### src/rtl/vend_ctrl_param.sv
// vend_ctrl_param: coin-operated vending controller with parametrised price,
// cancel/refund path, per-press edge detection and a credit readout.
// Latency: a press is taken on a sample tick and credit updates on that
// edge. dispense/collect follow one clk after the credit reaches PRICE.
// Change and refund come out as one half_out pulse per following tick.
// Backpressure: none. Presses seen while busy, and lower-priority presses
// on the same tick, are dropped.
//
// Ports:
//   clk, reset          system clock, asynchronous active-low reset
//   half_dollar         half-dollar coin button (active-low, debounced)
//   one_dollar          one-dollar coin button (active-low, debounced)
//   cancel              refund button (active-low, debounced)
//   dispense, collect   1-clk pulses when an item is vended
//   half_out            1-clk pulse per half-dollar of change or refund
//   busy                high while vending or paying out
//   credit              accumulated credit in half-dollar units
module vend_ctrl_param #(
  parameter int CLK_DIV  = 50000000,
  parameter int PRICE    = 5,
  parameter int CREDIT_W = 3
) (
  input  logic                clk,
  input  logic                reset,
  input  logic                half_dollar,
  input  logic                one_dollar,
  input  logic                cancel,
  output logic                dispense,
  output logic                collect,
  output logic                half_out,
  output logic                busy,
  output logic [CREDIT_W-1:0] credit
);

  // Reject parameter sets the datapath cannot represent.
  if ((PRICE < 1) || (PRICE > (2 ** CREDIT_W) - 2)) begin : g_bad_price
    $error("vend_ctrl_param: PRICE must be in 1..2^CREDIT_W-2");
  end
  if (CLK_DIV < 2) begin : g_bad_div
    $error("vend_ctrl_param: CLK_DIV must be at least 2");
  end

  localparam int CNT_W = (CLK_DIV > 2) ? $clog2(CLK_DIV) : 1;
  localparam logic [CNT_W-1:0]    CNT_MAX = CNT_W'(CLK_DIV - 1);
  localparam logic [CREDIT_W-1:0] PRICE_C = CREDIT_W'(PRICE);

  localparam logic [1:0] S_COLLECT = 2'd0;
  localparam logic [1:0] S_VEND    = 2'd1;
  localparam logic [1:0] S_CHANGE  = 2'd2;
  localparam logic [1:0] S_REFUND  = 2'd3;

  logic [CNT_W-1:0]    tick_cnt;
  logic                tick;
  logic                prev_half;
  logic                prev_one;
  logic                prev_cancel;
  logic                press_half;
  logic                press_one;
  logic                press_cancel;

  logic [1:0]          state_q;
  logic [1:0]          state_d;
  logic [CREDIT_W-1:0] credit_q;
  logic [CREDIT_W-1:0] credit_d;
  logic [CREDIT_W-1:0] change_q;
  logic [CREDIT_W-1:0] change_d;
  logic                dispense_q;
  logic                dispense_d;
  logic                collect_q;
  logic                collect_d;
  logic                half_out_q;
  logic                half_out_d;
  logic                busy_q;

  // Sample tick: one clk in every CLK_DIV.
  assign tick = (tick_cnt == CNT_MAX);

  always_ff @(posedge clk or negedge reset) begin
    if (!reset) begin
      tick_cnt <= '0;
    end else if (tick) begin
      tick_cnt <= '0;
    end else begin
      tick_cnt <= tick_cnt + CNT_W'(1);
    end
  end

  // Buttons are active-low: a press is a 1->0 change between two ticks.
  assign press_half   = tick & prev_half   & ~half_dollar;
  assign press_one    = tick & prev_one    & ~one_dollar;
  assign press_cancel = tick & prev_cancel & ~cancel;

  // Previous samples track the buttons on every tick, busy or not, so a
  // button held through a vend or refund is not counted when it ends.
  always_ff @(posedge clk or negedge reset) begin
    if (!reset) begin
      prev_half   <= 1'b1;
      prev_one    <= 1'b1;
      prev_cancel <= 1'b1;
    end else if (tick) begin
      prev_half   <= half_dollar;
      prev_one    <= one_dollar;
      prev_cancel <= cancel;
    end
  end

  always_comb begin
    state_d    = state_q;
    credit_d   = credit_q;
    change_d   = change_q;
    dispense_d = 1'b0;
    collect_d  = 1'b0;
    half_out_d = 1'b0;
    case (state_q)
      S_COLLECT: begin
        // cancel > one_dollar > half_dollar; a cancel with no credit
        // still uses up the tick.
        if (press_cancel) begin
          if (credit_q != '0) begin
            change_d = credit_q;
            credit_d = '0;
            state_d  = S_REFUND;
          end
        end else if (press_one || press_half) begin
          credit_d = credit_q + (press_one ? CREDIT_W'(2) : CREDIT_W'(1));
          if (credit_d >= PRICE_C) begin
            state_d = S_VEND;
          end
        end
      end
      S_VEND: begin
        dispense_d = 1'b1;
        collect_d  = 1'b1;
        // Overpay is at most one half-dollar (a dollar on PRICE-1).
        change_d   = credit_q - PRICE_C;
        credit_d   = '0;
        state_d    = (credit_q > PRICE_C) ? S_CHANGE : S_COLLECT;
      end
      S_CHANGE, S_REFUND: begin
        if (tick) begin
          if (change_q != '0) begin
            half_out_d = 1'b1;
            change_d   = change_q - CREDIT_W'(1);
            if (change_q == CREDIT_W'(1)) begin
              state_d = S_COLLECT;
            end
          end else begin
            state_d = S_COLLECT;
          end
        end
      end
      default: begin
        state_d = S_COLLECT;
      end
    endcase
  end

  always_ff @(posedge clk or negedge reset) begin
    if (!reset) begin
      state_q    <= S_COLLECT;
      credit_q   <= '0;
      change_q   <= '0;
      dispense_q <= 1'b0;
      collect_q  <= 1'b0;
      half_out_q <= 1'b0;
      busy_q     <= 1'b0;
    end else begin
      state_q    <= state_d;
      credit_q   <= credit_d;
      change_q   <= change_d;
      dispense_q <= dispense_d;
      collect_q  <= collect_d;
      half_out_q <= half_out_d;
      // Registered alongside the state so busy tracks it exactly.
      busy_q     <= (state_d != S_COLLECT);
    end
  end

  assign dispense = dispense_q;
  assign collect  = collect_q;
  assign half_out = half_out_q;
  assign busy     = busy_q;
  assign credit   = credit_q;

endmodule

### config.mk
export PLATFORM = sky130hd
export DESIGN_NAME = vend_ctrl_param
export DESIGN_NICKNAME = d
export VERILOG_FILES = /design/src/rtl/vend_ctrl_param.sv
export SDC_FILE = /design/constraint.sdc
export NUM_CORES = 1
export LEC_CHECK = 0
export CAP_MARGIN = 20
export CORE_UTILIZATION = 57
export CTS_CLUSTER_DIAMETER = 100
export DETAILED_ROUTE_END_ITERATION = 10
export DONT_BUFFER_PORTS = 1
export PLACE_DENSITY = 0.75
export SLEW_MARGIN = 15
export SYNTH_ARGS = -nofsm -noshare
export SYNTH_HDL_FRONTEND = slang
export SYNTH_SLANG_ARGS = --single-unit
### constraint.sdc
create_clock -name clk -period 2.93 [get_ports clk]
set_clock_uncertainty 0.1 [all_clocks]
set_input_delay 0.586 -clock clk [delete_from_list [all_inputs] [get_ports clk]]
set_output_delay 0.586 -clock clk [all_outputs]
set_load 0.005 [all_outputs]
# Yosys cells after proc, flatten, opt, wreduce, memory -nomap -nowiden
# Cells that the tools add are included.
dict set report word_totals {
  reg_bits 40
  latchBits 0
  ram_bits 0
  mem_bits_ro 0
  inputBits 5
  out_inout_bits 7
  memories 0
}
dict set report classes {
  addsub 4
  mul 0
  n_div 0
  n_lt_le_gt_ge 2
  eq_ne 11
  n_shift 0
  mux 24
  bitwise 9
  reduce_logical 9
}
# operator n
set op_table {}
lappend op_table {{$add A26 B1 Y26 const B} 1}
lappend op_table {{$eq A26 B26 Y1 const B} 1}
lappend op_table {{$mux W26} 1}
lappend op_table {{$mux W3} 7}
lappend op_table {{$mux W2} 9}
lappend op_table {{$pmux W3 S3} 1}
lappend op_table {{$ne A2 B2 Y1 const B} 4}
lappend op_table {{$and A1 B1 Y1} 6}
lappend op_table {{$ne A3 B3 Y1 const B} 2}
lappend op_table {{$pmux W2 S3} 1}
lappend op_table {{$pmux W3 S2} 1}
lappend op_table {{$reduce_bool A3 Y1} 2}
lappend op_table {{$eq A2 B2 Y1 const B} 2}
lappend op_table {{$mux W1} 4}
lappend op_table {{$reduce_and A4 Y1} 1}
lappend op_table {{$reduce_bool A2 Y1} 2}
lappend op_table {{$add A3 B2 Y3} 1}
lappend op_table {{$eq A3 B1 Y1 const B} 1}
lappend op_table {{$ge A3 B3 Y1 const B} 1}
lappend op_table {{$gt A3 B3 Y1 const B} 1}
lappend op_table {{$not A1 Y1} 3}
lappend op_table {{$reduce_and A3 Y1} 1}
lappend op_table {{$sub A3 B1 Y3 const B} 1}
lappend op_table {{$sub A3 B3 Y3 const B} 1}
lappend op_table {{4 further kinds} 4}

# Logic depth before layout (Yosys ltp)
dict set report depth {
  word_depth 11
  ltp_mapped 13
}

# Least setup slack after synthesis
# Ideal clock, no wire load.
dict set report synth_path {
  path_kind {reg2reg}
  startpoint {register tick_cnt[2]}
  endpoint {register busy_q, in the netlist busy}
  arrival_time_ps 2873
  slack_ps -177
  stages_incl_launch_ff 14
  path_buffers 3
  synth_period_minus_slack_ps 3107
  cell_sequence {dfrtp_1 -> and4_1 -> buf_2 -> nand3_1 -> clkbuf_1 -> nor3_1 -> buf_2 -> nand2_1 -> ha_1 -> fa_1 -> o22ai_1 -> a211oi_1 -> o211ai_1 -> o21ai_0}
}
dict set report synth_via {
  elab_chain_cells 11
  elab_cells_between_ends 17
  cone_classes {add/sub (1); order compare (1); eq/ne (1); mux (6); bitwise (6); reduce/logical (2)}
}
# element line_no
set synth_lines {}
lappend synth_lines {{from (decl)} 52} ;# logic [CNT_W-1:0] tick_cnt;
lappend synth_lines {{from (signal assigned)} 84} ;# tick_cnt <= tick_cnt + CNT_W'(1);
lappend synth_lines {{$eq A26 B26 Y1 (*)} 76} ;# assign tick = (tick_cnt == CNT_MAX);
lappend synth_lines {{$and A1 B1 Y1 (2 in a row)} 90} ;# assign press_one = tick & prev_one & ~one_dollar;
lappend synth_lines {{$mux W2} 125} ;# credit_d = credit_q + (press_one ? CREDIT_W'(2) : CREDIT_W'(1));
lappend synth_lines {{$add A3 B2 Y3} 125}
lappend synth_lines {{$ge A3 B3 Y1} 126} ;# if (credit_d >= PRICE_C) begin
lappend synth_lines {{$mux W2} 126}
lappend synth_lines {{$mux W2} 124} ;# end else if (press_one || press_half) begin
lappend synth_lines {{$mux W2} 118} ;# if (press_cancel) begin
lappend synth_lines {{$pmux W2 S3 (*)} 114} ;# case (state_q)
lappend synth_lines {{$reduce_bool A2 Y1 (*)} 175} ;# busy_q <= (state_d != S_COLLECT);
lappend synth_lines {{to (signal assigned)} 175}
lappend synth_lines {{to (decl)} 73} ;# logic busy_q;
# Every way passes the cells marked *; elsewhere a longest branch is shown, timed or not.
# A chain may end at the register's enable or synchronous reset.

# Worst setup path in the final report
dict set report layout_path {
  startpoint {register tick_cnt[8]}
  endpoint {register busy_q, in the netlist busy}
}
# Same word-level chain as after synthesis.

==> results by group <==
Run status
  • Status: completed

CTS
  • CTS sink cnt: 40
  • CTS max path bufs: 2
  • CTS H-tree lvls: 2
  • TritonCTS clock tree: done
  • Num CTS Buffers: 5
  • Setup Fix Bufs, Post-CTS: 0
  • Post-CTS sizing: 0
  • Root Driver: clkbuf_8
  • CTS clk-pin slew, worst paths: 0.08 ns
  • Worst-skew pair later-pin latency: 0.30 ns

STA
  • Final hold vios: 0
  • FMAX: 0.373 GHz
  • RSZ-0062 raised after global routing: false
  • Slew margin rel.: 57.8%
  • Final setup fails: 0
  • Period utilisation layout: 91.5%
  • Worst slew pin tran: 0.628 ns
  • Fin Setup TNS: 0 ns
  • Final critical-path required period: 2.68 ns
  • Max Slew Vio Count: 0

Detailed routing
  • Post-DRT Antenna Nets: 0
  • Drt via density: 5.82
  • WL/cell: 14.9 um
  • Initial DRC Count: 136
  • Vias post-DR: 1710
  • TritonRoute pass-1 iters: 4
  • Number of remaining DRC errors: 0
  • Post-Route WL: 4390 um

Setup path
  • Reg-to-reg startpoint: tick_cnt[8]$_DFF_PN0_
  • Setup crit end kind: register
  • R2r setup slk: 0.25 ns
  • WP buf/inv: 0
  • Critical path type: register to register
  • Last element of the critical path: busy$_DFF_PN0_
  • Top Family by Delay on Critical Path: simple AND/OR/NAND/NOR gates
  • Crit path max fanout: 6
  • R2r endpoint: busy$_DFF_PN0_
  • R2R depth: 10
  • Critical path required time: 3.05 ns
  • Critical-path cell list: nor4b_4 > nand4_2 > nor3_4 > nand2_1 > ha_1 > fa_1 > o22ai_1 > a211oi_1 > o211ai_1 > o21ai_0
  • Crit path launch: tick_cnt[8]$_DFF_PN0_
  • Critical Path Max Stage Delay: 0.51 ns
  • CP Launch Type: register
  • CP max stage cell: fa_1
  • Number of cells on the critical path: 10
  • Worst EP arrival: 2.80 ns

Synth
  • Avg Inst Size Synth: 9.42 um2
  • Yosys Warn Count: 0
  • Top cell type's share of synthesized area: 40.4%
  • Cells after Synth: 243
  • Count leader, synth: dfrtp_1
  • Commonest cells post-synth: dfrtp_1 (37), nand2_1 (31), nor2_1 (24)
  • Most common flop cell mapped by yosys: dfrtp_1
  • #FFs+latches synth: 40
  • Area contributors post-synth: dfrtp_1 (40%), xnor2_1 (6.9%), nand2_1 (5.1%), ha_1 (4.4%), nor2_1 (3.9%)
  • Ys async rst share: 100%
  • Syn_nets: 257
  • Netlist Area Pre-Place: 2290 um2
  • Post-synth EDFFs: 0
  • Area leader, netlist: dfrtp_1
  • Synth cell types: 46
  • Seq/Total Area, Yosys: 43.9%

Cells and area
  • Finished Layout Cells: 294
  • Fin area: 2460 um2
  • Util after Layout: 65.6%
  • Fin nets: 259
  • Area growth syn-to-layout: 7.27%
  • Ant diodes: 0
  • Fillcell total: 320
  • Share of post-route cells with drive strength above 1: 10.2%

Die
  • Core area: 3740 um2
  • Die width: 65.4 um
  • Rows: 22
  • Top-Level Pins: 12
  • Starting Density: 61.2%
  • Die area: 4270 um2
  • Die height: 65.4 um

Job
  • Number of max-cap violations: 0

Placed design
  • DP Cell Count: 285
  • Hpwl dp: 3050 um
  • PortBufs: 0
  • GP Congestion: 0.914
  • Area of placed instances: 2340 um2

Global routing
  • Tot GR Track Use: 24.0%
  • Grt ovf: 0
  • Vias in the first global route: 1661
  • First-pass GRT wire length: 7650 um
  • Initial antenna violation count: 0
  • Largest net degree at the start of global routing: 38

Pwr
  • Clk pwr share: 40.2%
  • Internal power: 0.747 mW
  • Static Leakage: 1.12 nW
  • Power Total: 0.951 mW
  • Sw Pwr: 0.204 mW
  • Switching share of power: 21.4%
  • Combinational power share: 1.7%
  • Max IR drop VDD: 317 uV
  • Pwr dens: 387 nW/um2
  • Sequential power share: 58.0%

Hold path
  • HP Class: primary input to asynchronous set/reset pin
## repair_timing
item / 4_1_cts / 5_1_grt
hold endpoints to repair: 37 / 0
hold buffers: 1 / 0
endpoints found under the setup margin: 0 / 0
## cells in the final DEF (no fill, tap or decap), types with 8 or more instances in the layout
| cell type | count |
|---|---|
| dfrtp_1 | 37 |
| nand2_1 | 31 |
| nor2_1 | 24 |
| xnor2_1 | 18 |
| inv_1 | 11 |
| nand3_1 | 9 |
| o21ai_0 | 8 |
| and3_1 | 8 |
| nand4_1 | 8 |
| ha_1 | 8 |
## layout make-up
type                            instances  area, um2  area share, %
Clock buffer                            7       86.3           3.52
Timing Repair Buffer                    6       57.6           2.34
Clock inverter                          1       7.51          0.306
Sequential cell                        40       1000           40.9
Inverter                               11       41.3           1.68
Multi-Input combinational cell        181       1200           48.8
Tap cell                               48       60.1           2.45
## registers in the layout, indices dropped and copies added, names as in the netlist
register     count
change_q         3
credit           3
tick_cnt        26
half_out         1
prev_one         1
state_q          2
prev_half        1
prev_cancel      1
busy             1
collect          1
## worst min-delay path by stage
stage / cells past startpoint / startpoint / to
after floorplan: 0 / reset / busy$_DFF_PN0_
after global placement: 0 / reset / tick_cnt[13]$_DFF_PN0_
after detailed placement: 0 / reset / tick_cnt[13]$_DFF_PN0_
after CTS: 0 / reset / prev_half$_DFFE_PN1N_
after global routing: 0 / reset / prev_one$_DFFE_PN1N_
final: 1 / reset / tick_cnt[13]$_DFF_PN0_
## power groups by stage
stage,Sequential [mW],Clock [mW],Combinational [mW]
after floorplan,0.563,0,0.00326
after global placement,0.563,0,0.00427
after detailed placement,0.563,0,0.00423
after CTS,0.552,0.390,0.0175
after global routing,0.552,0.411,0.0192
final,0.552,0.383,0.0166
## cells by family after synthesis
group / after synthesis / synth area share (%)
buf+inv: 22 / 4.26
fa+ha+maj: 9 / 5.25
flops: 40 / 43.9
xor+xnor: 22 / 8.42
mux: 2 / 0.874
simple gates: 116 / 28.2
compound gates: 32 / 9.13
## metrics by stage
| step | setup slack (ns) | hold WS [ns] |
|---|---|---|
| 3_5_place_dp | 0.259 | 0.191 |
| 3_3_place_gp | 0.317 | 0.191 |
| 4_1_cts | 0.234 | 0.0164 |
| 2_1_floorplan | 0.00302 | 0.190 |
| 6_report | 0.249 | 0.0121 |
| 5_1_grt | 0.0316 | 0.00881 |
## layer usage
| metal | global-route usage (%) | wire [um] |
|---|---|---|
| met5 | 0 | 0 |
| met4 | 8.15 | 57 |
| met3 | 6.60 | 191 |
| met2 | 36.0 | 1950 |
| met1 | 33.5 | 2190 |
Power figures use the tool's default switching activity.
